## src/rtl/mc_control_fsm.sv

```systemverilog
// Multicycle MIPS control sequencer with a memory-ready watchdog.
// Optional performance counters are enabled by defining MC_CTRL_PERF_CNT_EN.
module mc_control_fsm #(
    parameter int MAX_WAIT = 15,
    parameter int WAIT_W   = 8
) (
    input  logic       CLK,
    input  logic       RST,
    input  logic [5:0] Opcode,
    input  logic [5:0] Func,
    input  logic       Zero,
    input  logic       mem_ready,
    output logic       IorD,
    output logic       MemRead,
    output logic       MemWrite,
    output logic       IRWrite,
    output logic       RegDst,
    output logic       MemtoReg,
    output logic       RegWrite,
    output logic       ALUSrcA,
    output logic [1:0] ALUSrcB,
    output logic [2:0] ALUControl,
    output logic [1:0] PCSrc,
    output logic       PCWrite,
    output logic [3:0] state,
    output logic       illegal_op,
    output logic       mem_timeout
`ifdef MC_CTRL_PERF_CNT_EN
    ,
    output logic [31:0] cycle_count,
    output logic [31:0] instr_count
`endif
);

    typedef enum logic [3:0] {
        S_FETCH    = 4'd0,
        S_DECODE   = 4'd1,
        S_MEMADR   = 4'd2,
        S_MEMREAD  = 4'd3,
        S_MEMWB    = 4'd4,
        S_MEMWRITE = 4'd5,
        S_EXECUTE  = 4'd6,
        S_ALUWB    = 4'd7,
        S_BRANCH   = 4'd8,
        S_ADDIEX   = 4'd9,
        S_ADDIWB   = 4'd10,
        S_JUMP     = 4'd11
    } state_t;

    localparam logic [5:0] OP_RTYPE = 6'b000000;
    localparam logic [5:0] OP_LW    = 6'b100011;
    localparam logic [5:0] OP_SW    = 6'b101011;
    localparam logic [5:0] OP_BEQ   = 6'b000100;
    localparam logic [5:0] OP_ADDI  = 6'b001000;
    localparam logic [5:0] OP_J     = 6'b000010;

    localparam logic [5:0] FN_ADD = 6'b100000;
    localparam logic [5:0] FN_SUB = 6'b100010;
    localparam logic [5:0] FN_AND = 6'b100100;
    localparam logic [5:0] FN_OR  = 6'b100101;
    localparam logic [5:0] FN_SLT = 6'b101010;

    localparam logic [2:0] ALU_ADD = 3'b010;
    localparam logic [2:0] ALU_SUB = 3'b110;
    localparam logic [2:0] ALU_AND = 3'b000;
    localparam logic [2:0] ALU_OR  = 3'b001;
    localparam logic [2:0] ALU_SLT = 3'b111;

    localparam logic [WAIT_W-1:0] MAX_WAIT_C = WAIT_W'(MAX_WAIT);

    state_t            cur_state;
    state_t            nxt_state;
    logic [WAIT_W-1:0] wait_cnt;
    logic [WAIT_W-1:0] wait_cnt_nxt;
    logic              wait_hit;
    logic              in_wait_state;

    assign state         = cur_state;
    assign wait_hit      = (wait_cnt == MAX_WAIT_C) && !mem_ready;
    assign in_wait_state = (cur_state == S_FETCH) || (cur_state == S_MEMREAD) ||
                           (cur_state == S_MEMWRITE);

    // Counter runs only while a memory state keeps waiting; any exit, ready or abort clears it.
    assign wait_cnt_nxt = (in_wait_state && !mem_ready && !wait_hit && (nxt_state == cur_state))
                          ? wait_cnt + 1'b1 : '0;

    always_ff @(posedge CLK) begin
        if (RST) begin
            cur_state <= S_FETCH;
            wait_cnt  <= '0;
        end else begin
            cur_state <= nxt_state;
            wait_cnt  <= wait_cnt_nxt;
        end
    end

    always_comb begin
        nxt_state   = S_FETCH;
        IorD        = 1'b0;
        MemRead     = 1'b0;
        MemWrite    = 1'b0;
        IRWrite     = 1'b0;
        RegDst      = 1'b0;
        MemtoReg    = 1'b0;
        RegWrite    = 1'b0;
        ALUSrcA     = 1'b0;
        ALUSrcB     = 2'b00;
        ALUControl  = ALU_ADD;
        PCSrc       = 2'b00;
        PCWrite     = 1'b0;
        illegal_op  = 1'b0;
        mem_timeout = 1'b0;

        case (cur_state)
            S_FETCH: begin
                MemRead = 1'b1;
                ALUSrcB = 2'b01;
                IRWrite = mem_ready;
                PCWrite = mem_ready;
                if (mem_ready) begin
                    nxt_state = S_DECODE;
                end else begin
                    mem_timeout = wait_hit;
                    nxt_state   = S_FETCH;
                end
            end
            S_DECODE: begin
                ALUSrcB = 2'b11;
                case (Opcode)
                    OP_LW, OP_SW: nxt_state = S_MEMADR;
                    OP_RTYPE:     nxt_state = S_EXECUTE;
                    OP_BEQ:       nxt_state = S_BRANCH;
                    OP_ADDI:      nxt_state = S_ADDIEX;
                    OP_J:         nxt_state = S_JUMP;
                    default: begin
                        illegal_op = 1'b1;
                        nxt_state  = S_FETCH;
                    end
                endcase
            end
            S_MEMADR: begin
                ALUSrcA   = 1'b1;
                ALUSrcB   = 2'b10;
                nxt_state = (Opcode == OP_SW) ? S_MEMWRITE : S_MEMREAD;
            end
            S_MEMREAD: begin
                IorD    = 1'b1;
                MemRead = 1'b1;
                if (mem_ready) begin
                    nxt_state = S_MEMWB;
                end else if (wait_hit) begin
                    mem_timeout = 1'b1;
                    nxt_state   = S_FETCH;
                end else begin
                    nxt_state = S_MEMREAD;
                end
            end
            S_MEMWB: begin
                MemtoReg = 1'b1;
                RegWrite = 1'b1;
            end
            S_MEMWRITE: begin
                IorD     = 1'b1;
                MemWrite = 1'b1;
                if (mem_ready) begin
                    nxt_state = S_FETCH;
                end else if (wait_hit) begin
                    mem_timeout = 1'b1;
                    nxt_state   = S_FETCH;
                end else begin
                    nxt_state = S_MEMWRITE;
                end
            end
            S_EXECUTE: begin
                ALUSrcA   = 1'b1;
                nxt_state = S_ALUWB;
                case (Func)
                    FN_ADD: ALUControl = ALU_ADD;
                    FN_SUB: ALUControl = ALU_SUB;
                    FN_AND: ALUControl = ALU_AND;
                    FN_OR:  ALUControl = ALU_OR;
                    FN_SLT: ALUControl = ALU_SLT;
                    default: begin
                        illegal_op = 1'b1;
                        nxt_state  = S_FETCH;
                    end
                endcase
            end
            S_ALUWB: begin
                RegDst   = 1'b1;
                RegWrite = 1'b1;
            end
            S_BRANCH: begin
                ALUSrcA    = 1'b1;
                ALUControl = ALU_SUB;
                PCSrc      = 2'b01;
                PCWrite    = Zero;
            end
            S_ADDIEX: begin
                ALUSrcA   = 1'b1;
                ALUSrcB   = 2'b10;
                nxt_state = S_ADDIWB;
            end
            S_ADDIWB: begin
                RegWrite = 1'b1;
            end
            S_JUMP: begin
                PCSrc   = 2'b10;
                PCWrite = 1'b1;
            end
            default: nxt_state = S_FETCH;
        endcase

        // A reset cycle must not commit any architectural side effect, even mid-instruction.
        if (RST) begin
            IRWrite     = 1'b0;
            PCWrite     = 1'b0;
            RegWrite    = 1'b0;
            MemWrite    = 1'b0;
            illegal_op  = 1'b0;
            mem_timeout = 1'b0;
        end
    end

`ifdef MC_CTRL_PERF_CNT_EN
    always_ff @(posedge CLK) begin
        if (RST) begin
            cycle_count <= '0;
            instr_count <= '0;
        end else begin
            cycle_count <= cycle_count + 32'd1;
            if ((cur_state == S_FETCH) && mem_ready) begin
                instr_count <= instr_count + 32'd1;
            end
        end
    end
`endif

endmodule
```

## config.mk

```make
export PLATFORM = sky130hd
export DESIGN_NAME = mc_control_fsm
export DESIGN_NICKNAME = d
export VERILOG_FILES = /design/src/rtl/mc_control_fsm.sv
export SDC_FILE = /design/constraint.sdc
export NUM_CORES = 1
export LEC_CHECK = 0
export ABC_CLOCK_PERIOD_IN_PS = 1700
export CAP_MARGIN = 20
export CORE_ASPECT_RATIO = 1.75
export CORE_MARGIN = 2
export CORE_UTILIZATION = 37
export CTS_CLUSTER_DIAMETER = 150
export CTS_CLUSTER_SIZE = 28
export DETAILED_ROUTE_END_ITERATION = 10
export PLACE_DENSITY_LB_ADDON = 0.12
export SLEW_MARGIN = 15
export SYNTH_ARGS = -nofsm -noshare
export SYNTH_HDL_FRONTEND = slang
export SYNTH_SLANG_ARGS = --single-unit
```

## constraint.sdc

```tcl
create_clock -name CLK -period 1.7 [get_ports CLK]
set_clock_uncertainty 0.05 [all_clocks]
set_input_delay 0.17 -clock CLK [delete_from_list [all_inputs] [get_ports CLK]]
set_output_delay 0.17 -clock CLK [all_outputs]
set_load 0.05 [all_outputs]
```

==> results of run 1 <==
==> power by group through the flow <==
stage,Sequential (mW),Clock (mW),Combinational (mW)
final,0.289,0.261,0.280
after global routing,0.289,0.283,0.294
after CTS,0.288,0.269,0.260
after detailed placement,0.297,0,0.252
after global placement,0.296,0,0.246
after floorplan,0.298,0,0.119
==> cell type report <==
cell class	count	area share, %
clock buffer	4	2.25
inverter	4	0.751
sequential	12	12.8
timing repair buffer	70	39.2
multi-input combinational	106	43.4
tap	26	1.63
==> what timing repair did <==
| action | 4_1_cts | 5_1_grt |
|---|---|---|
| cloned | 0 | 0 |
| setup endpoints to repair | 8 | 8 |
| setup buffers | 8 | 6 |
| pin swaps | 4 | 9 |
| gates resized for setup | 20 | 17 |
==> layout by cell type (no fill, tap or decap), types with 2 or more instances in the layout <==
master	netlist	layout
buf_4	2	34
nor2_1	25	18
buf_12	0	17
dlygate4sd2_1	0	8
dfxtp_1	12	8
nand2_1	6	6
clkdlybuf4s50_1	0	6
xor2_1	5	5
nor2_4	0	4
a21oi_2	1	4
a21oi_1	8	4
xnor2_1	4	4
nand3_1	4	4
buf_6	1	4
dfxtp_4	0	4
or2_4	0	3
nor2_2	0	3
nand2b_1	6	3
inv_1	4	3
a31oi_1	3	3
nor3_1	6	3
clkbuf_8	0	3
nand2b_4	0	2
nor3b_1	3	2
and4_4	0	2
nor4_4	0	2
nor3_4	0	2
mux2i_1	3	2
a22oi_1	2	2
==> metal layers <==
layer  routed length [um]  part of all wire [%]
met1                 1370                    37
met2                 2050                    56
met3                  170                   4.6
met4                   95                   2.6
met5                    0                     0
==> per-stage QoR <==
stage	hold slack [ns]	std cells	instance area (um^2)	power [mW]
2_1_floorplan	0.338	131	1130	0.417
3_3_place_gp	0.380	204	1750	0.543
3_5_place_dp	0.406	204	1750	0.549
4_1_cts	0.416	216	1900	0.817
5_1_grt	0.301	222	2000	0.866
6_report	0.289	222	2000	0.830
==> cells by family (layout without fill, tap and decap cells) <==
group | count (synthesis) | count (layout) | synth area share, %
AOI/OAI and AO/OA | 26 | 26 | 17.8
adders and majority gates | 1 | 1 | 1.28
xor gates and xnor gates | 9 | 9 | 8.08
DFF | 12 | 12 | 24.6
and+or+nand+nor | 66 | 66 | 36.3
muxes | 4 | 4 | 4.23
buffers and inverters | 13 | 78 | 7.69
==> path summary, 6_finish.rpt <==
kind         cells past startpoint   startpoint          end
max                              4     state[3]   illegal_op
min                              3          RST     state[1]
max reg2reg                      7     state[0]     state[1]
min reg2reg                      1  wait_cnt[0]  wait_cnt[0]
==> registers in the layout, indices dropped and copies added (netlist names) <==
| register | count |
|---|---|
| wait_cnt | 8 |
| state | 4 |
==> worst max-delay path, cell delays in order (launching register included) <==
cell	delay (ns)
dfxtp_4	0.36
nand2b_4	0.15
or4_4	0.52
o41ai_4	0.08
buf_12	0.18
==> impl_metrics.json, run 1 <==
{
  "status": "finished with violations",
  "violations": "setup timing",
  "dieArea_um2": 3080,
  "critical_path_class": "reg2out",
  "cts_buffers": 3,
  "p_int_uw": 584,
  "top_usage_layer": "met2",
  "power.leakage_nw": 0.802,
  "finalCritPeriodShare_pct": 103,
  "route.vias.total": 1254,
  "cts_max_level": 1,
  "worstPathRequired_ns": 1.48,
  "die_h_um": 71.9,
  "critPathMaxFanout": 6,
  "cts_root_buffer": "clkbuf_8",
  "synthDominantAreaCellType": "dfxtp_1",
  "clk_latency_ns": 0.24,
  "pwr-share-seq_pct": 34.8,
  "n_fill_cell": 170,
  "synth_edf_count": 0,
  "routed_via_density": 5.65,
  "post-synth-top-count-cell": "nor2_1",
  "cts_hold_repair.buffers": 0,
  "clkPwrFrac_pct": 31.5,
  "swShare_pct": 29.7,
  "antenna_found_initial": 0,
  "ys_seq_elements": 12,
  "maxSlewViolCount": 0,
  "grt_pass1_vias": 1279,
  "syn_area_per_cell_um2": 7.45,
  "max_freq_ghz": 0.573,
  "syn_nets": 148,
  "syn_to_final_growth_pct": 105,
  "synth_common_cells": "nor2_1, dfxtp_1, a21oi_1",
  "io_pins": 38,
  "finalWeightedCongestion": 0.916,
  "yosysWarnings": 0,
  "cts_buffer_depth": 2,
  "maxCapViolCount": 0,
  "initial_core_util_pct": 39.2,
  "pwr-share-comb_pct": 33.7,
  "drive_above_1_share_pct": 51.0,
  "clock_sinks": 12,
  "ant_nets": 0,
  "track_usage_pct": 23.8,
  "wirelength_mm": 3.68,
  "final_core_util_pct": 80.2,
  "diodes": 0,
  "seq_area_frac_synth_pct": 24.6,
  "yosysTopAreaCellShare_pct": 24.6,
  "gr-usage-met3_pct": 1.99,
  "grt_util_met1_pct": 24.4,
  "synth_ff_type": "dfxtp_1",
  "drcViolationCount": 0,
  "dr.pass1.iters": 4,
  "maxSlewHeadroom_pct": 79.1,
  "netlist-cell-type-count": 45,
  "fin_setup_tns_ns": -0.0444,
  "worst_setup_path_end_kind": "output pin",
  "fin_ws_ns": -0.0444,
  "io_buffers": 37,
  "period_needed_ns": 1.74,
  "powerDensity_nw_per_um2": 415,
  "start_kind": "flip-flop",
  "multi_input_area_um2": 868,
  "path_clk_slew_ns": 0.05,
  "chipWidth_um": 42.8,
  "synthTopCellsByArea": "dfxtp_1, nor2_1, xor2_1",
  "worstPathArrival_ns": 1.52,
  "met2_usage_pct": 44.1,
  "async_flop_share_pct": 0,
  "worst_pin_slew_ns": 0.312,
  "core_um2": 2490,
  "drt_iter0_drc": 27,
  "hold_viol": 0,
  "hpwlAfterDp_mm": 2.53,
  "grt_max_degree": 11,
  "syn_area_um2": 976,
  "ff_latch_area_um2": 255,
  "pre_cts_ws_ns": -0.240,
  "num_rows": 24,
  "nets": 214,
  "ir_drop_v": 0.000493,
  "netlist_instances": 131,
  "gr-total-overflow": 0,
  "rsz0062_at_grt": "true",
  "r2r_setup_slack_ns": 0.03,
  "hold_class": "in2reg",
  "p_sw_uw": 246,
  "setup_viol_count_final": 1,
  "cts_tree": "yes",
  "grt_pass1_wl_mm": 5.61,
  "wl_per_cell_um": 16.6
}
Note: power is estimated with default switching activity, not from simulation.
==> inputs of run 2 (changes only) <==
--- a/config.mk
+++ b/config.mk
@@ -13,7 +13,7 @@
 export CTS_CLUSTER_DIAMETER = 150
 export CTS_CLUSTER_SIZE = 28
 export DETAILED_ROUTE_END_ITERATION = 10
-export PLACE_DENSITY_LB_ADDON = 0.12
+export PLACE_DENSITY = 0.7
 export SLEW_MARGIN = 15
 export SYNTH_ARGS = -nofsm -noshare
 export SYNTH_HDL_FRONTEND = slang
==> impl_metrics.json, run 2 (same netlist as run 1, synthesis figures left out) <==
{
  "status": "finished with violations",
  "violations": "setup timing",
  "cts_max_level": 1,
  "worst_pin_slew_ns": 0.351,
  "dieArea_um2": 3080,
  "dpl.cell_count": 208,
  "largest_reg_flops": 8,
  "ant_nets": 0,
  "cts_buffer_depth": 2,
  "critPathMaxFanout": 5,
  "maxSlewHeadroom_pct": 76.5,
  "crit_buf_inv": 1,
  "multi_input_area_um2": 862,
  "die_h_um": 71.9,
  "max_freq_ghz": 0.574,
  "core_um2": 2490,
  "crit_chain": "nand2b_4, or4_4, o41ai_4, buf_12",
  "dr.pass1.iters": 4,
  "power.leakage_nw": 0.813,
  "n_fill_cell": 137,
  "num_rows": 24,
  "antenna_found_initial": 0,
  "cts_tree": "yes",
  "top_register": "wait_cnt",
  "swShare_pct": 30.5,
  "cts_buffers": 3,
  "maxSlewViolCount": 0,
  "wirelength_mm": 3.82,
  "pwr-share-seq_pct": 34.5,
  "hold_class": "reg2reg",
  "worst_setup_path_end_kind": "output pin",
  "drive_above_1_share_pct": 53.0,
  "p_int_uw": 580,
  "maxCapViolCount": 0,
  "grt_pass1_wl_mm": 5.74,
  "start_kind": "flip-flop",
  "diodes": 0,
  "p_sw_uw": 254,
  "drt_iter0_drc": 18,
  "rsz0062_at_grt": "true",
  "clock_sinks": 12,
  "gr-total-overflow": 0,
  "hold_slack_ns": 0.392,
  "io_pins": 38,
  "worstPathArrival_ns": 1.52,
  "critPathMaxStageDelay_ns": 0.49,
  "io_buffers": 37,
  "grt_max_degree": 9,
  "mostFrequentLayoutCells": "buf_4, buf_12, nor2_1",
  "ir_drop_v": 0.000441,
  "syn_to_final_growth_pct": 109,
  "critPathTopFamily": "simple AND/OR/NAND/NOR gates",
  "slowest_stage": "or4_4",
  "routed_via_density": 5.50,
  "clk_latency_ns": 0.24,
  "powerDensity_nw_per_um2": 408,
  "worstPathRequired_ns": 1.48,
  "cts_hold_repair.buffers": 0,
  "cts_root_buffer": "clkbuf_8",
  "nets": 220,
  "initial_core_util_pct": 39.2,
  "instances_no_fill": 228,
  "drcViolationCount": 0,
  "grt_pass1_vias": 1278,
  "pwr-share-comb_pct": 33.8,
  "layout_commonest_cell": "buf_4",
  "hpwlAfterDp_mm": 2.64,
  "power_uw": 835,
  "fin_setup_tns_ns": -0.0694,
  "critical_path_class": "reg2out",
  "wl_per_cell_um": 16.8,
  "finalCritPeriodShare_pct": 102,
  "path_clk_slew_ns": 0.05,
  "fin_ws_ns": -0.0417,
  "setup_viol_count_final": 3,
  "ff_latch_area_um2": 256,
  "final_core_util_pct": 82.0,
  "chipWidth_um": 42.8,
  "track_usage_pct": 24.0,
  "finalWeightedCongestion": 0.872,
  "route.vias.total": 1255,
  "hold_viol": 0,
  "period_needed_ns": 1.74,
  "clkPwrFrac_pct": 31.7
}
## run 2: changes by cell type in the layout (fill, tap and decap cells not counted), sizes merged
cell	before	now
buf	55	61
dlymetal6s2s	1	0
dlygate4sd2	8	9
clkbuf	4	3
clkinv	0	1
## run 2: layer usage
metal	global-route usage [%]	up-vias	routed length, um
met5	0	-	0
met4	9.03	0	59
met3	3.73	9	139
met2	46.1	32	2250
met1	25.0	600	1370
li1	-	614	-
## run 2: worst paths after layout
| check | from | to | slack, ns | cells after the start |
|---|---|---|---|---|
| min reg2reg | wait_cnt[0] | wait_cnt[0] | 0.39 | 1 |
| max | state[3] | illegal_op | -0.04 | 4 |
| max reg2reg | state[1] | state[0] | 0.05 | 5 |
| min | wait_cnt[0] | wait_cnt[0] | 0.39 | 1 |
## run 2: what timing repair did
| item | CTS | global route |
|---|---|---|
| endpoints found under the setup margin | 9 | 12 |
| buffers inserted | 10 | 6 |
| pin swaps | 6 | 12 |
| gates resized for setup | 20 | 14 |
## run 2: area by class of cell
type / instances / area share, %
sequential: 12 / 12.5
multi-input combinational: 106 / 42.2
inverter: 4 / 0.734
clock inverter: 1 / 0.184
tap: 26 / 1.59
timing repair buffer: 76 / 40.8
clock buffer: 3 / 2.02
## run 2: per-stage QoR
stage	instance area [um^2]	setup slack, ns
6_report	2040	-0.0417
5_1_grt	2040	-0.0721
4_1_cts	1920	-0.0406
3_5_place_dp	1780	-0.243
3_3_place_gp	1780	-0.191
2_1_floorplan	1130	-0.0866
## run 2: power by group through the flow
| stage | combinational, mW | clock, mW | sequential [mW] |
|---|---|---|---|
| after floorplan | 0.119 | 0 | 0.298 |
| after detailed placement | 0.262 | 0 | 0.295 |
| after global placement | 0.257 | 0 | 0.295 |
| after CTS | 0.269 | 0.268 | 0.286 |
| final | 0.282 | 0.265 | 0.288 |
| after global routing | 0.296 | 0.284 | 0.289 |
## run 2: worst reg2reg max path: stages (launching register included)
cell and delay (ns):
dfxtp_4 0.37, buf_6 0.13, or4b_4 0.50, nor4_4 0.26, a21oi_1 0.12, a31oi_1 0.14
==> inputs of run 3 (changes only) <==
--- a/config.mk
+++ b/config.mk
@@ -6,14 +6,14 @@
 export NUM_CORES = 1
 export LEC_CHECK = 0
 export ABC_CLOCK_PERIOD_IN_PS = 1700
-export CAP_MARGIN = 20
 export CORE_ASPECT_RATIO = 1.75
 export CORE_MARGIN = 2
 export CORE_UTILIZATION = 37
 export CTS_CLUSTER_DIAMETER = 150
-export CTS_CLUSTER_SIZE = 28
+export CTS_CLUSTER_SIZE = 8
 export DETAILED_ROUTE_END_ITERATION = 10
 export PLACE_DENSITY = 0.7
+export SKIP_LAST_GASP = 1
 export SLEW_MARGIN = 15
 export SYNTH_ARGS = -nofsm -noshare
 export SYNTH_HDL_FRONTEND = slang
==> impl_metrics.json, run 3 (same netlist as run 1, synthesis figures left out) <==
{
  "status": "finished with violations",
  "violations": "setup timing",
  "die_h_um": 71.9,
  "antenna_found_initial": 0,
  "io_buffers": 37,
  "p_sw_uw": 254,
  "finalWeightedCongestion": 0.872,
  "pwr-share-comb_pct": 33.7,
  "cts_max_level": 1,
  "placed_area_um2": 1780,
  "mostFrequentLayoutCells": "buf_4, buf_12, nor2_1",
  "worst_setup_path_end_kind": "output pin",
  "max_freq_ghz": 0.574,
  "swShare_pct": 30.4,
  "num_rows": 24,
  "p_int_uw": 580,
  "final_cell_area_um2": 2030,
  "setup_viol_count_final": 2,
  "final_core_util_pct": 81.4,
  "drive_above_1_share_pct": 52.7,
  "track_usage_pct": 23.8,
  "critPathMaxFanout": 5,
  "hpwlAfterDp_mm": 2.64,
  "drcViolationCount": 0,
  "fin_ws_ns": -0.0407,
  "wirelength_mm": 3.71,
  "rsz0062_at_grt": "true",
  "hold_class": "reg2reg",
  "clkPwrFrac_pct": 31.7,
  "wl_per_cell_um": 16.3,
  "met2_usage_pct": 46.1,
  "finalCritPeriodShare_pct": 102,
  "worstPathRequired_ns": 1.48,
  "diodes": 0,
  "cts_buffer_depth": 2,
  "start_kind": "flip-flop",
  "pre_cts_ws_ns": -0.243,
  "grt_util_met1_pct": 24.7,
  "dr.pass1.iters": 4,
  "layout_commonest_cell": "buf_4",
  "gr-total-overflow": 0,
  "min_from": "wait_cnt[0]",
  "worst_pin_slew_ns": 0.351,
  "critical_path_class": "reg2out",
  "nets": 219,
  "cts_buffers": 3,
  "routed_via_density": 5.50,
  "drt_iter0_drc": 18,
  "hold_depth": 1,
  "path_clk_slew_ns": 0.05,
  "period_needed_ns": 1.74,
  "powerDensity_nw_per_um2": 411,
  "largest_reg_flops": 8,
  "route.vias.total": 1249,
  "r2r_setup_slack_ns": 0.05,
  "chipWidth_um": 42.8,
  "cts_root_buffer": "clkbuf_8",
  "ff2ff_path_depth": 5,
  "r2r_end": "state[0]",
  "top_usage_layer": "met2",
  "syn_to_final_growth_pct": 108,
  "initial_core_util_pct": 39.2,
  "cts_tree": "yes",
  "dieArea_um2": 3080,
  "hold_viol": 0,
  "gr-usage-met3_pct": 3.73,
  "power.leakage_nw": 0.803,
  "clk_latency_ns": 0.24,
  "worstReg2RegStart": "state[1]",
  "instances_no_fill": 227,
  "grt_max_degree": 9,
  "worstPathArrival_ns": 1.52,
  "grt_pass1_vias": 1276,
  "dpl.cell_count": 208,
  "clock_sinks": 12,
  "hold_path_end": "wait_cnt[0]",
  "top_register": "wait_cnt",
  "pwr-share-seq_pct": 34.6,
  "io_pins": 38,
  "core_um2": 2490,
  "ant_nets": 0,
  "maxSlewHeadroom_pct": 76.5,
  "ir_drop_v": 0.000443,
  "maxSlewViolCount": 0,
  "grt_pass1_wl_mm": 5.71,
  "maxCapViolCount": 0
}
-- run 3: cell types whose count changed in the layout (fill, tap and decap cells not counted) --
cell / before / now
dfxtp_1: 7 / 6
dfxtp_2: 1 / 2
buf_6: 3 / 1
or2_4: 3 / 2
buf_4: 40 / 41
or2_1: 0 / 1
-- run 3: stage by stage --
stage / TNS, ns / hold slack, ns / power, mW
final: -0.0652 / 0.392 / 0.833
after global placement: -0.687 / 0.378 / 0.551
after CTS: -0.0654 / 0.402 / 0.823
after detailed placement: -0.936 / 0.391 / 0.557
after floorplan: -0.258 / 0.338 / 0.417
after global routing: -0.291 / 0.417 / 0.869
-- run 3: worst max path at each step --
stage / startpoint / end / slack, ns
5_1_grt: state[0] / illegal_op / -0.07
3_5_place_dp: Func[0] / illegal_op / -0.24
6_report: state[0] / illegal_op / -0.04
2_1_floorplan: state[1] / illegal_op / -0.09
4_1_cts: state[0] / illegal_op / -0.04
3_3_place_gp: Func[0] / illegal_op / -0.19
-- run 3: metal layers --
layer	routed length, um	up-vias
met5	0	-
li1	-	611
met1	1340	599
met2	2160	30
met4	61	0
met3	140	9
-- run 3: power groups by stage --
stage / registers [mW] / clock network, mW / logic, mW
finish: 0.288 / 0.264 / 0.281
global route: 0.289 / 0.284 / 0.295
CTS: 0.286 / 0.268 / 0.268
detailed placement: 0.295 / 0 / 0.262
global placement: 0.295 / 0 / 0.257
floorplan: 0.298 / 0 / 0.119
-- run 3: worst max-delay path: stages (launching register included) --
cell	delay (ns)
dfxtp_4	0.35
nand2b_4	0.14
or4_4	0.52
o41ai_4	0.08
buf_12	0.18
-- run 3: final cells by class --
class                   instances  area (um^2)
fillers                       139          464
well taps                      26         32.5
multi-input cells             106          860
inverters                       4         15.0
clock buffers                   3         41.3
repair buffers                 75          818
flip-flops and latches         12          258
clock inverters                 1         3.75
-- run 3: timing repair --
item | CTS | global route
buffers inserted | 10 | 5
resized for setup | 19 | 13
setup endpoints to repair | 9 | 12
cloned | 0 | 0
hold buffers | 0 | 0
pin swaps | 6 | 15
